$ cat config.mk
export PLATFORM = sky130hd
export DESIGN_NAME = pc_fetch_unit
export DESIGN_NICKNAME = d
export VERILOG_FILES = /design/src/rtl/fetch_pkg.sv /design/src/rtl/irq_edge_sync.sv /design/src/rtl/pc_fetch_unit.sv
export SDC_FILE = /design/constraint.sdc
export NUM_CORES = 1
export LEC_CHECK = 0
export CAP_MARGIN = 20
export CORE_MARGIN = 2
export CORE_UTILIZATION = 25
export CTS_BUF_LIST = sky130_fd_sc_hd__clkbuf_2 sky130_fd_sc_hd__clkbuf_4 sky130_fd_sc_hd__clkbuf_8
export CTS_CLUSTER_DIAMETER = 60
export CTS_CLUSTER_SIZE = 25
export DETAILED_ROUTE_END_ITERATION = 8
export PLACE_DENSITY_LB_ADDON = 0.15
export SETUP_SLACK_MARGIN = 0.5
export SLEW_MARGIN = 20
export SYNTH_ARGS = -nofsm -noshare
export SYNTH_HDL_FRONTEND = slang
export SYNTH_HIERARCHICAL = 1
export SYNTH_SLANG_ARGS = --single-unit
$ cat constraint.sdc
create_clock -name clk -period 4.21 [get_ports clk]
set_input_delay 0.6315 -clock clk [delete_from_list [all_inputs] [get_ports clk]]
set_output_delay 0.6315 -clock clk [all_outputs]
set_load 0.03 [all_outputs]
$ cat src/rtl/fetch_pkg.sv
// Shared constants and types for the fetch unit: reset/interrupt/exception
// vectors, the USER/KERNEL mode encoding and the branch-target helper.
package fetch_pkg;

  localparam logic [31:0] RESET_VEC = 32'h8000_0000;
  localparam logic [31:0] IRQ_VEC   = 32'h8000_0004;
  localparam logic [31:0] EXC_VEC   = 32'h8000_0008;

  // Mode encoding matches pc[31] so the state register mirrors the kernel bit.
  typedef enum logic {
    USER   = 1'b0,
    KERNEL = 1'b1
  } mode_e;

  function automatic logic [31:0] branch_target(input logic [31:0] base,
                                                input logic [15:0] imm16);
    return base + {{14{imm16[15]}}, imm16, 2'b00};
  endfunction

endpackage

$ cat src/rtl/irq_edge_sync.sv
// Rising-edge detector for the timer interrupt line. Define IRQ_SYNC_EN to
// add a two-flop synchroniser in front of the edge register.
module irq_edge_sync (
  input  logic clk,
  input  logic reset,
  input  logic irq,
  output logic rise
);

`ifdef IRQ_SYNC_EN
  logic sync1, sync2, prev;

  always_ff @(posedge clk or negedge reset) begin
    if (!reset) begin
      sync1 <= 1'b0;
      sync2 <= 1'b0;
      prev  <= 1'b0;
    end else begin
      sync1 <= irq;
      sync2 <= sync1;
      prev  <= sync2;
    end
  end

  assign rise = sync2 & ~prev;
`else
  logic prev;

  // NOTE: sequential state uses non-blocking assignments so every flop
  // samples its input before any of them update.
  always_ff @(posedge clk or negedge reset) begin
    if (!reset) prev <= 1'b0;
    else        prev <= irq;
  end

  assign rise = irq & ~prev;
`endif

endmodule

$ cat src/rtl/pc_fetch_unit.sv
// Program counter and next-PC selection with USER/KERNEL mode, timer interrupt
// and undefined-instruction vectoring. IRQ_SYNC_EN adds an irq synchroniser.
module pc_fetch_unit
  import fetch_pkg::*;
(
  input  logic        clk,
  input  logic        reset,
  input  logic        stall,
  input  logic        branch,
  input  logic [15:0] imm16,
  input  logic        jump,
  input  logic [25:0] target26,
  input  logic        jr,
  input  logic [31:0] jr_addr,
  input  logic        irq,
  input  logic        exc,
  output logic [31:0] pc,
  output logic [31:0] pc_plus4,
  output logic [31:0] epc,
  output logic        epc_we,
  output logic        flush,
  output logic        kernel
);

  logic [31:0] pc_q, pc_d;
  mode_e       state_q, state_d;
  logic        irq_pend_q;
  logic        irq_rise;
  logic        irq_take;

  irq_edge_sync u_irq_edge_sync (
    .clk   (clk),
    .reset (reset),
    .irq   (irq),
    .rise  (irq_rise)
  );

  assign pc       = pc_q;
  assign pc_plus4 = pc_q + 32'd4;
  assign kernel   = pc_q[31];

  assign irq_take = irq_pend_q & (state_q == USER) & ~stall & ~exc;

  // NOTE: every output of this block gets a default first, so no path can
  // leave a signal unassigned and infer a latch.
  always_comb begin
    pc_d    = pc_q;
    state_d = state_q;
    epc     = pc_q;
    epc_we  = 1'b0;
    flush   = 1'b0;
    if (!stall) begin
      if (exc) begin
        pc_d    = EXC_VEC;
        state_d = KERNEL;
        epc     = pc_plus4;
        epc_we  = 1'b1;
        flush   = 1'b1;
      end else if (irq_take) begin
        // The interrupted instruction is squashed and re-executes on return.
        pc_d    = IRQ_VEC;
        state_d = KERNEL;
        epc     = pc_q;
        epc_we  = 1'b1;
        flush   = 1'b1;
      end else if (jr) begin
        if (state_q == USER) begin
          pc_d = {1'b0, jr_addr[30:0]};
        end else begin
          pc_d    = jr_addr;
          state_d = jr_addr[31] ? KERNEL : USER;
        end
      end else if (jump) begin
        pc_d = {pc_plus4[31:28], target26, 2'b00};
      end else if (branch) begin
        pc_d = branch_target(pc_plus4, imm16);
      end else begin
        pc_d = pc_plus4;
      end
    end
  end

  always_ff @(posedge clk or negedge reset) begin
    if (!reset) begin
      pc_q       <= RESET_VEC;
      state_q    <= KERNEL;
      irq_pend_q <= 1'b0;
    end else begin
      pc_q       <= pc_d;
      state_q    <= state_d;
      // A new edge arriving in the same cycle as a take stays pending.
      irq_pend_q <= irq_rise | (irq_pend_q & ~irq_take);
    end
  end

endmodule

==> flow_results.org <==
** Run status
- The run finished with clean final reports.

** Run
- The tool flagged a number of max-cap violations equal to 0.

** CTS
- Clk Tree Root Cell :: sky130_fd_sc_hd__clkbuf_8
- TritonCTS built the clock tree.
- Sink Count :: 35
- Buffers inserted to repair hold after CTS numbered 0.
- Number of levels the H-tree was split into :: 2
- Buffers inserted during clock tree synthesis total 5.
- The clock passes through at most 2 buffers.
- Clock latency reported for the late side of the worst-skew pair :: 0.32 ns
- CTS clk-pin slew, worst paths :: about 0.09 ns

** STA
- Measured against its own limit, the worst slew margin works out to 57.6%.
- Fin Clk Skew :: 0.00560 ns
- Final number of setup-violating endpoints :: 0
- At the pin with the least slew margin, the transition time is 0.634 ns.
- Minimum clock period :: 3.55 ns
- The hold violation count in the final report is 0.
- RSZ-0062 raised after global routing :: yes
- After routing, the total negative slack on setup checks comes to 0 ns.
- The worst path uses 84.2% of the clock period.
- Timing would allow up to 282 MHz.
- The final-report max-slew violation count is 0.
- Final critical-path setup slack :: 0.665 ns
- Worst Hold Slack :: approximately 0.30 ns

** Setup path
- CP Max Fanout :: 6
- Category of the critical setup timing path :: reg2out
- At the worst endpoint, the required time is ~3.6 ns.
- Max stage delay cell, worst path :: sky130_fd_sc_hd__clkdlybuf4s50_1
- Counting stages on the worst path, the most repeated cell is sky130_fd_sc_hd__buf_4.
- Maximum cell stage delay along the critical path :: 0.68 ns
- Data on the critical path arrives at its endpoint at slightly below 3 ns.
- CP startpoint kind :: register
- The signal on the critical path passes through ha_2, nand3_4, nor2_4, buf_4, nand2_1, nor2_1, xor2_2, buf_4, clkdlybuf4s50_1.
- Crit end category :: output port

** Yosys
- Avg Inst Size Synth :: 7.42 µm²
- Mapped Nets :: 766
- For this run, the leading register cell type out of synthesis is sky130_fd_sc_hd__dfrtp_1.
- In this run, distinct cell masters in the synthesized netlist total 69.
- Register area share after synthesis :: 18.2%
- For this run, asynchronously set or reset flops after synthesis account for 100%.
- Counting flops with a built-in enable in the synthesized netlist gives 0.
- In the synthesized netlist, the number of instances is ~650.
- Post-synthesis sequential element count :: 35
- Area of the mapped netlist :: 4810 µm²
- During synthesis, Yosys emitted a total of 6 warnings.

** Global routing
- Largest net degree at the start of global routing :: 36
- The initial antenna violation count was 0.
- For this run the aggregate overflow at the end of global routing stands at 0.
- First-pass GRT wire length :: 35.2 mm
- Via count of the first global-routing pass :: roughly 5800
- Global routing consumed, over all layers together, 22.9% of the routing resources.

** Routing
- The detail route stage leaves a number of antenna-violating nets equal to 0.
- Router iterations before antenna repair :: 5
- Dividing the detail-routed wire length by the instance count gives 22.0 µm.
- DR vias :: 5812
- In the routed layout, each cell is associated on average with a via count of 5.44.
- Remaining design rule violation count :: 0
- DRT Wirelength :: between 20 and 25 mm
- DRC marker count from the first detailed-route iteration :: ~460

** Layout
- Synthesis-to-layout area growth :: 55.3%
- Share of layout cells above drive strength 1 :: 16.2%
- Filler-free cell count of the finished design :: between 1000 and 1500
- Final Core Density :: 39.8%
- Final net count :: 951
- Fin area :: 7480 µm²
- Ant diodes :: 0
- The layout has 1950 filler cells.

** Floorplan
- The core region is 18800 µm².
- The initial utilization of the core area, before any placement, comes to 25.6%.
- The die covers 20400 µm².
- The die is approximately 140 µm wide.
- In this run the core area contains 50 standard-cell rows.
- roughly 180 I/O pins were placed.
- The die is 143 µm tall.

** Placed design
- Area after DPL :: 7110 µm²
- Buffers placed on the I/O ports in this run total 180.
- Routability-driven placement finished with a final weighted congestion of 0.968.
- Once detailed placement completed, the half-perimeter wirelength came to 18.2 mm.
- After detailed placement, the design holds a cell count of 1051.
- Pre-CTS setup slack :: 0.143 ns

** Pwr
- Worst supply voltage drop on vdd :: 0.111 mV
- Power spread over the standard cell area amounts to 284 nW/µm².
- Total power consumption of the routed design :: between 2 and 2.5 mW
- For this design the static power due to leakage is 2.97 nW.

** Hold path
- The worst hold path belongs to the class in2async.
[cells in the final DEF (no fill, tap or decap), types with 9 or more instances in the layout]
| cell type | netlist | layout |
|---|---|---|
| sky130_fd_sc_hd__inv_1 | 22 | 21 |
| sky130_fd_sc_hd__dfrtp_1 | 33 | 21 |
| sky130_fd_sc_hd__nand3_1 | 23 | 21 |
| sky130_fd_sc_hd__a21oi_1 | 44 | 41 |
| sky130_fd_sc_hd__o221ai_1 | 11 | 11 |
| sky130_fd_sc_hd__nand4_1 | 11 | 11 |
| sky130_fd_sc_hd__a21o_1 | 12 | 12 |
| sky130_fd_sc_hd__nor3_1 | 18 | 16 |
| sky130_fd_sc_hd__buf_4 | 6 | 44 |
| sky130_fd_sc_hd__xor2_1 | 33 | 25 |
| sky130_fd_sc_hd__ha_1 | 34 | 25 |
| sky130_fd_sc_hd__o22ai_1 | 9 | 9 |
| sky130_fd_sc_hd__dfrtp_2 | 0 | 12 |
| sky130_fd_sc_hd__a22oi_1 | 11 | 11 |
| sky130_fd_sc_hd__nand2b_1 | 9 | 9 |
| sky130_fd_sc_hd__o21ai_0 | 39 | 37 |
| sky130_fd_sc_hd__nand2_1 | 73 | 71 |
| sky130_fd_sc_hd__xnor2_1 | 43 | 36 |
| sky130_fd_sc_hd__nor2_1 | 64 | 60 |
| sky130_fd_sc_hd__clkdlybuf4s50_1 | 0 | 170 |
[power by group]
| part | switching [mW] | internal, mW | leakage (nW) |
|---|---|---|---|
| Clock | 0.167 | 0.123 | 0.0446 |
| Sequential | 0.0787 | 0.379 | 0.433 |
| Combinational | 0.790 | 0.587 | 2.49 |
| Total | 1.04 | 1.09 | 2.97 |
[repair_timing]
action | CTS | global route
buffers inserted | 6 | 4
pin swaps | 1 | 6
gates cloned | 0 | 0
resized for setup | 9 | 33
endpoints found under the setup margin | 14 | 17
[synth_stat cells, types with 18 or more instances]
library cell / n / area (µm²)
sky130_fd_sc_hd__clkbuf_1: 29 / 109
sky130_fd_sc_hd__nand3_1: 23 / 115
sky130_fd_sc_hd__xnor2_1: 43 / 377
sky130_fd_sc_hd__ha_1: 34 / 425
sky130_fd_sc_hd__nor2_1: 64 / 240
sky130_fd_sc_hd__dfrtp_1: 33 / 826
sky130_fd_sc_hd__inv_1: 22 / 82.6
sky130_fd_sc_hd__o21ai_0: 39 / 195
sky130_fd_sc_hd__nor3_1: 18 / 90.1
sky130_fd_sc_hd__xor2_1: 33 / 289
sky130_fd_sc_hd__a21oi_1: 44 / 220
sky130_fd_sc_hd__nand2_1: 73 / 274
[final timing paths]
| kind | from | endpoint | slack (ns) | cells after the start |
|---|---|---|---|---|
| max | pc[2] | pc_plus4[22] | 0.66 | 9 |
| min | reset | irq_pend_q | 0.30 | 1 |
| max reg2reg | pc[14] | pc[24] | 0.66 | 14 |
| min reg2reg | irq_pend_q | irq_pend_q | 0.52 | 2 |
| max in group asynchronous | reset | pc[19] | 3.44 | 1 |
| min in group clk | irq_pend_q | irq_pend_q | 0.52 | 2 |
[area by class of cell]
cell class,count,area (µm²),area share (%)
clock inverters,2,12.5,0.167
repair buffers,218,2100,28.1
well taps,234,293,3.92
flip-flops and latches,35,893,11.9
clock buffers,6,76.3,1.02
multi-input cells,552,4020,53.8
inverters,22,82.6,1.10
[registers in the layout, indices dropped and copies added, names as in the netlist]
signal and count:
pc 32, u_irq_edge_sync/prev 1, irq_pend_q 1, state_q 1
[worst max-delay path, delay by kind of cell (launching register included)]
family | cells | cell delay, ns
xor gates and xnor gates | 1 | 0.27
DFF | 1 | 0.42
buffers and inverters | 3 | 1.05
and+or+nand+nor | 4 | 0.60
adders and majority gates | 1 | 0.24
[metal layers]
layer / vias to the layer above / wire [µm] / GRT usage [%] / part of all wire (%)
li1: 2714 / - / - / -
met1: 2817 / 10700 / 32.1 / 45
met2: 264 / 10900 / 37.5 / 46
met3: 17 / 1650 / 3.22 / 7.0
met4: 0 / 298 / 4.74 / 1.3
met5: - / 0 / 0 / 0
[cell families (layout without fill, tap and decap cells)]
group                      count (synthesis)  in the layout  share of synthesized area [%]
adders and majority gates                 35             35                           9.25
xor gates and xnor gates                  77             77                           14.2
and+or+nand+nor                          244            244                           25.3
DFF                                       35             35                           18.2
buffers and inverters                     62            248                           5.59
muxes                                      4              4                          0.858
AOI/OAI and AO/OA                        192            192                           26.6
Power figures use the tool's default switching activity.
